--- src/rtl/wf_button_events.sv ---
// wf_button_events -- multi-channel push-button front end.
//
// Turns raw asynchronous switch pins into debounced levels and one-cycle
// event pulses (press, release, long press, auto-repeat). A built-in
// prescaler produces the shared sample strobe; each channel has a
// SAMPLES-deep agreement filter and a small IDLE/DOWN/HELD hold machine.
//
// Ports:
//   clk           system clock
//   rst           asynchronous, active-high reset
//   sw_in         raw switch pins (polarity set by ACTIVE_LOW)
//   tick          one-cycle sample strobe, exported for sharing
//   level         debounced state, 1 = pushed
//   pushed        one-cycle pulse on debounced press
//   released      one-cycle pulse on debounced release
//   long_press    one-cycle pulse when a hold reaches LONG_TICKS
//   repeat_pulse  one-cycle auto-repeat pulse every REPEAT_TICKS past long
//                 press ('repeat' itself is a reserved word)
module wf_button_events #(
  parameter int CHANNELS     = 4,
  parameter int TICK_DIV     = 160000,
  parameter int SAMPLES      = 3,
  parameter int LONG_TICKS   = 100,
  parameter int REPEAT_TICKS = 20,
  parameter bit ACTIVE_LOW   = 1'b1
) (
  input  logic                clk,
  input  logic                rst,
  input  logic [CHANNELS-1:0] sw_in,
  output logic                tick,
  output logic [CHANNELS-1:0] level,
  output logic [CHANNELS-1:0] pushed,
  output logic [CHANNELS-1:0] released,
  output logic [CHANNELS-1:0] long_press,
  output logic [CHANNELS-1:0] repeat_pulse
);

  localparam int DIV_W    = (TICK_DIV > 1) ? $clog2(TICK_DIV) : 1;
  localparam int HOLD_MAX = (LONG_TICKS > REPEAT_TICKS) ? LONG_TICKS : REPEAT_TICKS;
  localparam int HOLD_W   = $clog2(HOLD_MAX + 1);

  localparam logic [DIV_W-1:0]    DIV_LAST = DIV_W'(TICK_DIV - 1);
  localparam logic [HOLD_W-1:0]   LONG_C   = HOLD_W'(LONG_TICKS);
  localparam logic [HOLD_W-1:0]   REPEAT_C = HOLD_W'(REPEAT_TICKS);
  localparam logic [HOLD_W-1:0]   HOLD_SAT = {HOLD_W{1'b1}};
  // Synchroniser reset value is the pin level of a released button.
  localparam logic [CHANNELS-1:0] IDLE_PIN = ACTIVE_LOW ? {CHANNELS{1'b1}} : {CHANNELS{1'b0}};

  typedef enum logic [1:0] {
    ST_IDLE = 2'd0,
    ST_DOWN = 2'd1,
    ST_HELD = 2'd2
  } state_t;

  logic [CHANNELS-1:0] sync1_r, sync2_r;
  logic [DIV_W-1:0]    div_cnt_r, div_nxt_s;
  logic [SAMPLES-2:0]  hist_r    [CHANNELS];
  logic [SAMPLES-1:0]  win_s     [CHANNELS];
  logic [HOLD_W-1:0]   cnt_r     [CHANNELS];
  logic [HOLD_W-1:0]   cnt_inc_s [CHANNELS];
  state_t              state_r   [CHANNELS];
  logic [CHANNELS-1:0] sample_s, rise_s, fall_s;

  // Two-flop synchroniser per pin.
  always_ff @(posedge clk or posedge rst) begin
    if (rst) begin
      sync1_r <= IDLE_PIN;
      sync2_r <= IDLE_PIN;
    end else begin
      sync1_r <= sw_in;
      sync2_r <= sync1_r;
    end
  end

  // Next prescaler count, wrapping at TICK_DIV-1.
  always_comb begin
    div_nxt_s = {DIV_W{1'b0}};
    if (div_cnt_r == DIV_LAST) begin
      div_nxt_s = {DIV_W{1'b0}};
    end else begin
      div_nxt_s = div_cnt_r + DIV_W'(1);
    end
  end

  // Prescaler; tick is registered so it is high while the count sits at TICK_DIV-1.
  always_ff @(posedge clk or posedge rst) begin
    if (rst) begin
      div_cnt_r <= {DIV_W{1'b0}};
      tick      <= 1'b0;
    end else begin
      div_cnt_r <= div_nxt_s;
      tick      <= (div_nxt_s == DIV_LAST);
    end
  end

  // Per-channel sample window (history plus new sample), level edges, counter increment.
  always_comb begin
    sample_s = ACTIVE_LOW ? ~sync2_r : sync2_r;
    rise_s   = {CHANNELS{1'b0}};
    fall_s   = {CHANNELS{1'b0}};
    for (int c = 0; c < CHANNELS; c++) begin
      win_s[c]     = {hist_r[c], sample_s[c]};
      rise_s[c]    = tick & (&win_s[c]) & ~level[c];
      fall_s[c]    = tick & ~(|win_s[c]) & level[c];
      cnt_inc_s[c] = cnt_r[c] + HOLD_W'(1);
    end
  end

  // Agreement filter: history shifts on tick, level follows unanimous windows.
  always_ff @(posedge clk or posedge rst) begin
    if (rst) begin
      level <= {CHANNELS{1'b0}};
      for (int c = 0; c < CHANNELS; c++) begin
        hist_r[c] <= {(SAMPLES-1){1'b0}};
      end
    end else begin
      for (int c = 0; c < CHANNELS; c++) begin
        if (tick) begin
          hist_r[c] <= win_s[c][SAMPLES-2:0];
        end else begin
          hist_r[c] <= hist_r[c];
        end
        if (rise_s[c]) begin
          level[c] <= 1'b1;
        end else if (fall_s[c]) begin
          level[c] <= 1'b0;
        end else begin
          level[c] <= level[c];
        end
      end
    end
  end

  // Hold state machine per channel with registered event pulses.
  // A fall is tested before any threshold so a release on the same tick wins.
  always_ff @(posedge clk or posedge rst) begin
    if (rst) begin
      pushed       <= {CHANNELS{1'b0}};
      released     <= {CHANNELS{1'b0}};
      long_press   <= {CHANNELS{1'b0}};
      repeat_pulse <= {CHANNELS{1'b0}};
      for (int c = 0; c < CHANNELS; c++) begin
        state_r[c] <= ST_IDLE;
        cnt_r[c]   <= {HOLD_W{1'b0}};
      end
    end else begin
      for (int c = 0; c < CHANNELS; c++) begin
        pushed[c]       <= 1'b0;
        released[c]     <= 1'b0;
        long_press[c]   <= 1'b0;
        repeat_pulse[c] <= 1'b0;
        case (state_r[c])
          ST_IDLE: begin
            if (rise_s[c]) begin
              pushed[c]  <= 1'b1;
              cnt_r[c]   <= {HOLD_W{1'b0}};
              state_r[c] <= ST_DOWN;
            end else begin
              state_r[c] <= ST_IDLE;
            end
          end
          ST_DOWN: begin
            if (fall_s[c]) begin
              released[c] <= 1'b1;
              cnt_r[c]    <= {HOLD_W{1'b0}};
              state_r[c]  <= ST_IDLE;
            end else if (tick) begin
              if (cnt_inc_s[c] == LONG_C) begin
                long_press[c] <= 1'b1;
                cnt_r[c]      <= {HOLD_W{1'b0}};
                state_r[c]    <= ST_HELD;
              end else begin
                cnt_r[c] <= cnt_inc_s[c];
              end
            end else begin
              cnt_r[c] <= cnt_r[c];
            end
          end
          ST_HELD: begin
            if (fall_s[c]) begin
              released[c] <= 1'b1;
              cnt_r[c]    <= {HOLD_W{1'b0}};
              state_r[c]  <= ST_IDLE;
            end else if (tick) begin
              if ((REPEAT_TICKS != 0) && (cnt_inc_s[c] == REPEAT_C)) begin
                repeat_pulse[c] <= 1'b1;
                cnt_r[c]        <= {HOLD_W{1'b0}};
              end else if (cnt_r[c] != HOLD_SAT) begin
                cnt_r[c] <= cnt_inc_s[c];
              end else begin
                cnt_r[c] <= cnt_r[c];
              end
            end else begin
              cnt_r[c] <= cnt_r[c];
            end
          end
          default: begin
            cnt_r[c]   <= {HOLD_W{1'b0}};
            state_r[c] <= ST_IDLE;
          end
        endcase
      end
    end
  end

endmodule

--- config.mk ---
export PLATFORM = sky130hd
export DESIGN_NAME = wf_button_events
export DESIGN_NICKNAME = d
export VERILOG_FILES = /design/src/rtl/wf_button_events.sv
export SDC_FILE = /design/constraint.sdc
export NUM_CORES = 1
export LEC_CHECK = 0
export CAP_MARGIN = 20
export CORE_MARGIN = 3
export CORE_UTILIZATION = 40
export CTS_BUF_LIST = sky130_fd_sc_hd__clkbuf_4 sky130_fd_sc_hd__clkbuf_8 sky130_fd_sc_hd__clkbuf_16
export DETAILED_ROUTE_END_ITERATION = 6
export PLACE_DENSITY_LB_ADDON = 0.12
export RECOVER_POWER = 25
export SKIP_CTS_REPAIR_TIMING = 1
export SYNTH_ARGS = -nofsm -noshare
export SYNTH_HDL_FRONTEND = slang
export SYNTH_SLANG_ARGS = --single-unit
--- constraint.sdc ---
create_clock -name clk -period 8.24 [get_ports clk]
set_clock_uncertainty 0.15 [all_clocks]
set_input_delay 1.648 -clock clk [delete_from_list [all_inputs] [get_ports clk]]
set_output_delay 1.648 -clock clk [all_outputs]
set_load 0.005 [all_outputs]
* Yosys cells after proc, flatten, opt, wreduce, memory -nomap -nowiden *
Index checks and enable logic that the tools add are counted.

word-level totals
  bits in registers = 91
  bits of input ports = 6
  output and inout port bits = 21
  logic and storage cells = 245

operators by class
  add/subtract/negate cells = 5
  equality and inequality tests = 46
  multiplexer cells = 117
  bitwise logic cells = 25
  reductions and logical operators = 28

operators with widths
  kind                                           count
  two-way mux 7 bit                              32
  case mux 7 bit (3 select lines)                4
  two-way mux 1 bit                              60
  == test 18 bit, second input constant          2
  inequality test 3 bit, second input constant   12
  two-way mux 2 bit                              16
  adder 7 x 1 -> 7 bit, second input constant    4
  == test 7 x 5 -> 1 bit, second input constant  4
  == test 7 bit, second input constant           4
  inequality test 7 bit, second input constant   4
  case mux 2 bit (3 select lines)                4
  AND reduction 3 bit                            8
  adder 18 x 1 -> 18 bit, second input constant  1
  two-way mux 18 bit                             1
  AND 1 bit                                      16
  inequality test 2 bit, second input constant   8
  inequality test 4 bit, second input constant   4
  AND reduction 4 bit                            4
  OR reduction 3 bit                             4
  == test 2 x 1 -> 1 bit, second input constant  4
  == test 2 bit, second input constant           4
  logical NOT 2 bit                              4
  NOT 1 bit                                      8
  nonzero test 2 bit                             4
  2 further kinds                                5

* Depth between registers and ports, before layout *
Gate-level depths: netlist (run 1).

  depth in word-level cells = 7
  gate-level depth with buffers = 9
  mapped depth without buffers = 8

* Worst setup path before layout (run 1) *
Ideal clock, no wire load.

  path type = register -> register
  start point = register cnt_r[14] (netlist name)
  end point = register state_r[4] (netlist name)
  library setup time = 125 ps
  arrival time = 2,002 ps
  required time = 7,965 ps
  path slack = 5,964 ps
  cell stages (with the launch flop) = 8
  path buffers = 0
  clock period less this slack = 2,276 ps
  cell sequence = dfrtp_1 > ha_1 > and4_1 > nand4bb_1 > a311oi_1 > o21ai_1 > a21oi_1 > mux2_2

between the ends
  longest elaborated chain between the ends = 4

ends and longest elaborated chain
  what                              line  RTL
  start: declaration                59    logic [HOLD_W-1:0] cnt_r [CHANNELS];
  start signal: indexed assignment  144   cnt_r[c] <= {HOLD_W{1'b0}};
  start signal: indexed assignment  156   cnt_r[c] <= {HOLD_W{1'b0}};
  start signal: indexed assignment  165   cnt_r[c] <= {HOLD_W{1'b0}};
  adder 7 x 1 -> 7 bit              105   cnt_inc_s[c] = cnt_r[c] + HOLD_W'(1);
  == test 7 bit                     168   if (cnt_inc_s[c] == LONG_C) begin
  inequality test 3 bit (no line)   n/a
  AND reduction 3 bit (no line)     n/a
  end signal: indexed assignment    166   state_r[c] <= ST_IDLE;
  end signal: indexed assignment    171   state_r[c] <= ST_HELD;
  end signal: indexed assignment    183   state_r[c] <= ST_IDLE;
  end: declaration                  61    state_t state_r [CHANNELS];

Every way passes these cells.
A chain may end at the register's enable or synchronous reset.

* Worst setup path after layout (run 1) *
  start point = register tick
  end point = register cnt_r[14] (netlist name)

between the ends
  longest elaborated chain between the ends = 4
  elaborated cells on any way between the ends = 12
  those cells by class = 4 x eq/ne; 3 x mux; 4 x bitwise; 1 x reduce/logical

ends and longest elaborated chain
  what                                                                              line      RTL
  start: declaration                                                                30        output logic tick,
  start signal: assignment                                                          92        tick <= (div_nxt_s == DIV_LAST);
  AND 1 bit (on tied branches) (2 in a row)                                         104, 103
  inequality test 4 bit (no line), or another cell as far along                     n/a
  AND reduction 4 bit (no line) or case mux 7 bit (3 select lines) (tied branches)  n/a

Parallel ways exist; a longest one is shown, timed or not.

==> flow_summary_export.csv, run 1 <==
group,metric,value,unit
synthesis,ys_seq_area_share,43.8,%
grt,grt_usage,15.8,%
grt,grt_pass1_vias,4009,
cts,cts_sinks,91,
finish,ff_latch_area,2290,um^2
route,wl_per_cell,14.1,um
placed_design,place_congestion,0.875,
synthesis,syn_avg_cell_area,9.33,um^2
finish,multi_input_area,2710,um^2
route,wl,10.7,mm
finish,fin_nets,608,
route,dr.pass1.iters,5,
finish,final_common_cell,"dfrtp_1",
grt,grt_pass1_wl,18.8,mm
critical_path,start_kind,"flip-flop",
worst_hold_path,hp-class,"reg -> reg",
finish,drive_gt1_share,8.19,%
timing,fmax,0.282,GHz
grt,grt_max_degree,60,
timing,setup_viol_count_final,0,
floorplanning,initial_utilization,41.2,%
timing,rsz0062_at_grt,"no",
placed_design,io_buffers,26,
synthesis,yosys_warnings,0,
synthesis,ys_ff_latch,91,
synthesis,async_reset_ff_share,100,%
route,route.detailed.drc,0,
finish,final_core_util,46.9,%
finish,final_cell_mix,"dfrtp_1 (83), nand2_1 (69), nor2_1 (43), o21ai_0 (35), inv_1 (29)",
cts,cts_buffers,9,
grt,grt_overflow,0,
critical_path,cp.required,8350,ps
pwr,p_leak,2.42,nW
cts,cts_tree,"built",
cts,worstSkewPairLatency,350,ps
critical_path,critPathKind,"reg -> reg",
finish,area_delta_synth_final,13.7,%
timing,final_max_slew_viol_count,0,
critical_path,cp-end-kind,"flip-flop",
timing,worst_pin_slew,1400,ps
placed_design,hpwlAfterDp,7.52,mm
cts,cts_buffer_depth,2,
pwr,ir_worst_vdd,0.000101,V
synthesis,synth_fp_nets,586,
timing,hold_viol,0,
floorplanning,core_region_area,12700,um^2
finish,nFillCells,1218,
synthesis,synth_cell_types,84,
synthesis,synth_cells,560,
cts,cts_root_buf,"clkbuf_16",
timing,final_critical_path_setup_slack,4690,ps
floorplanning,rows,41,
timing,min_period_over_period,43.1,%
floorplanning,ios,27,
critical_path,crit_fanout,30,
flow_run,drv_cap,0,
synthesis,synthFlopType,"dfrtp_1",
pwr,power_density,157,nW/um^2
route,vias_per_cell,5.50,
route,ant_nets,0,
finish,antenna_cells,0,
grt,grt_antenna_before_repair,0,
synthesis,synth-edff-count,0,
placed_design,pre_cts_ws,4860,ps
critical_path,cp.arrival,3660,ps
timing,fin_tns_setup,0,ps
synthesis,syn-cell-area,5220,um^2
timing,max_slew_margin,6.35,%
timing,min_period,3550,ps
floorplanning,dieArea,14500,um^2
route,vias,4171,
floorplanning,die_w,120,um
floorplanning,die_h,120,um
route,drt_iter0_drc,329,
status,outcome,"finished clean",
cts,htree_num_levels,3,
cts,clk_pin_slew_worst_paths,60,ps
-- cell families after synthesis --
family	share of synthesized area (%)
simple gates	26.4
compound gates	17.0
flops	43.8
buf+inv	3.83
fa+ha+maj	4.79
xor+xnor	2.35
mux	1.84
-- worst max-delay path, stage by stage (launching register included) --
cell,delay [ps]
dfrtp_1,350
clkbuf_1,1030
or3b_1,480
o21ai_1,320
o221ai_1,490
or2_2,490
o21ai_0,150
-- registers in the layout (all words and copies together) (netlist names) --
register	count
state_r	8
pushed	4
tick	1
long_press	4
released	4
sync1_r	4
div_cnt_r	18
hist_r	8
level	4
cnt_r	28
sync2_r	4
repeat_pulse	4
-- final timing paths --
check | startpoint | endpoint | slack [ps] | depth (start not counted)
max | tick | cnt_r[14] | 4690 | 6
min | sync1_r[1] | sync2_r[1] | 210 | 0
max reg2reg | tick | cnt_r[14] | 4690 | 6
min reg2reg | sync1_r[1] | sync2_r[1] | 210 | 0
max in group asynchronous | rst | cnt_r[7] | 4700 | 3
min in group asynchronous | rst | level[1] | 1910 | 2
-- metrics by stage --
stage                     instance area (um^2)  instances  hold WS (ps)  power, mW
after floorplan                           5220        560           195      0.466
after global placement                    5630        743           196      0.472
after detailed placement                  5630        743           197      0.473
after CTS                                 5970        758           206      0.953
after global routing                      5940        758           211      0.974
final                                     5940        758           206      0.933
-- cell usage after synthesis (7+ instances only) --
| library cell | count | area share (%) |
|---|---|---|
| nor2_1 | 43 | 3.1 |
| nand3b_1 | 8 | 1.1 |
| a21oi_1 | 13 | 1.2 |
| o211ai_1 | 7 | 1.0 |
| nand3_1 | 27 | 2.6 |
| buf_2 | 7 | 0.67 |
| clkbuf_1 | 8 | 0.57 |
| ha_1 | 20 | 4.8 |
| o21ai_0 | 35 | 3.4 |
| inv_1 | 30 | 2.2 |
| dfstp_2 | 8 | 4.0 |
| dfrtp_1 | 83 | 40 |
| and3_1 | 8 | 0.96 |
| nor4_1 | 7 | 0.84 |
| nand2_1 | 69 | 5.0 |
| nor3_1 | 14 | 1.3 |
| xor2_1 | 8 | 1.3 |
| nand4_1 | 11 | 1.3 |
-- per-layer routing --
metal / up-vias / part of all wire (%) / global-route usage [%]
met5: - / 0 / 0
li1: 2082 / - / -
met3: 15 / 3.4 / 3.46
met4: 0 / 2.0 / 6.44
met2: 79 / 46 / 24.6
met1: 1995 / 49 / 21.4
-- final cells by class --
cell class | count | share of cell area [%]
multi-input combinational | 421 | 45.6
sequential | 91 | 38.5
timing repair buffer | 28 | 4.57
clock buffer | 9 | 3.79
tap | 172 | 3.62
inverter | 31 | 1.98
clock inverter | 6 | 1.92
-- power breakdown --
part	switching [mW]	total, mW	internal (mW)	leakage, nW
Clock	0.175	0.471	0.296	0.158
Sequential	0.00134	0.452	0.450	1.23
Combinational	0.00880	0.0108	0.00202	1.03
Power figures use the tool's default switching activity.
==> run 2: changes to the inputs <==
==> constraint.sdc (replaced) <==
create_clock -name clk -period 2.85 [get_ports clk]
set_clock_uncertainty 0.15 [all_clocks]
set_input_delay 0.57 -clock clk [delete_from_list [all_inputs] [get_ports clk]]
set_output_delay 0.57 -clock clk [all_outputs]
set_load 0.005 [all_outputs]
==> flow_summary_export.csv, run 2 (synthesis results as in run 1) <==
group,metric,value,unit
route,drt_iter0_drc,230,
critical_path,r2r_cells,7,
finish,ff_latch_area,2290,um^2
floorplanning,rows,41,
finish,final_core_util,47.1,%
worst_hold_path,hold_path_depth,0,
route,wl,10.8,mm
floorplanning,ios,27,
finish,regMostFlops,"cnt_r",
timing,worst_pin_slew,1210,ps
cts,worstSkewPairLatency,350,ps
timing,final_critical_path_setup_slack,288,ps
critical_path,critPathKind,"reg -> reg",
cts,cts_tree,"built",
cts,cts_buffers,9,
timing,fin_tns_setup,0,ps
timing,final_max_slew_viol_count,0,
pwr,p_leak,2.47,nW
finish,area_delta_synth_final,14.1,%
finish,final_common_cell,"dfrtp_1",
timing,min_period,2560,ps
finish,largest_register_ffs,28,
finish,final_cell_mix,"dfrtp_1 (83), nand2_1 (69), nor2_1 (43), o21ai_0 (35), inv_1 (29)",
critical_path,cp.required,2930,ps
placed_design,place_inst,747,
grt,grt_overflow,0,
timing,min_period_over_period,89.9,%
finish,postLayoutCellArea,5960,um^2
route,vias,4225,
timing,max_slew_margin,19.5,%
pwr,ir_worst_vdd,0.000219,V
floorplanning,initial_utilization,41.2,%
cts,cts_sinks,91,
floorplanning,core_region_area,12700,um^2
timing,setup_viol_count_final,0,
timing,rsz0062_at_grt,"no",
grt,grt_max_degree,92,
cts,cts_root_buf,"clkbuf_16",
placed_design,io_buffers,26,
grt,grt_usage,16.2,%
placed_design,hpwlAfterDp,7.63,mm
pwr,power_density,427,nW/um^2
critical_path,crit_fanout,8,
cts,clk_pin_slew_worst_paths,60,ps
worst_hold_path,whs_endpoint,"sync2_r[2]",
finish,reg_top3,"cnt_r (28), div_cnt_r (18)",
placed_design,place_congestion,0.855,
critical_path,cp.arrival,2650,ps
cts,htree_num_levels,3,
finish,multi_input_area,2730,um^2
critical_path,cp-end-kind,"flip-flop",
finish,nFillCells,1195,
placed_design,pre_cts_ws,303,ps
worst_hold_path,hp-class,"reg -> reg",
finish,antenna_cells,0,
timing,fmax,0.390,GHz
grt,grt_pass1_vias,3987,
finish,fin_cells,763,
timing,holdWs,204,ps
critical_path,rrSetupSlack,290,ps
status,outcome,"finished clean",
route,dr.pass1.iters,5,
critical_path,start_kind,"flip-flop",
floorplanning,dieArea,14500,um^2
timing,hold_viol,0,
critical_path,r2r_start,"cnt_r[14]",
cts,cts_buffer_depth,2,
flow_run,drv_cap,0,
grt,grt_pass1_wl,19.1,mm
finish,fin_nets,612,
route,vias_per_cell,5.54,
worst_hold_path,min_from,"sync1_r[2]",
floorplanning,die_h,120,um
finish,drive_gt1_share,10.2,%
placed_design,place_area,5680,um^2
floorplanning,die_w,120,um
pwr,p_total,2.54,mW
critical_path,timing.rr.end,"state_r[4]",
route,wl_per_cell,14.2,um
route,ant_nets,0,
route,route.detailed.drc,0,
grt,grt_antenna_before_repair,0,
==> run 2: worst max-delay path by stage <==
stage / startpoint / to / slack (ps) / cells past startpoint
3_5_place_dp: cnt_r[14] / state_r[4] / 300 / 7
6_report: cnt_r[14] / state_r[4] / 290 / 7
4_1_cts: cnt_r[14] / state_r[4] / 310 / 7
5_1_grt: cnt_r[0] / state_r[0] / 90 / 7
2_1_floorplan: cnt_r[14] / state_r[4] / 570 / 7
3_3_place_gp: cnt_r[7] / state_r[2] / 380 / 6
==> run 2: layout make-up <==
| type | instances | area share [%] |
|---|---|---|
| multi-input cells | 421 | 45.9 |
| repair buffers | 32 | 5.12 |
| clock buffers | 11 | 4.13 |
| well taps | 172 | 3.61 |
| clock inverters | 5 | 0.902 |
| inverters | 31 | 2.01 |
| flip-flops and latches | 91 | 38.4 |
==> run 2: power breakdown <==
group	switching (mW)	internal, mW
Sequential	0.00428	1.30
Clock	0.497	0.710
Combinational	0.0251	0.00583
Total	0.526	2.02
==> run 2: worst max-delay path: stages, from the launching register on <==
cell	delay [ps]
dfrtp_1	460
ha_1	300
and4_1	280
nand4b_1	120
a311oi_1	440
o21ai_1	180
a21oi_1	180
mux2_2	340
==> run 2: per-layer routing <==
layer  track usage (%)  wire length, um
met4              7.44              226
met3              3.23              431
met1              22.2             5260
met2              24.8             4910
met5                 0                0
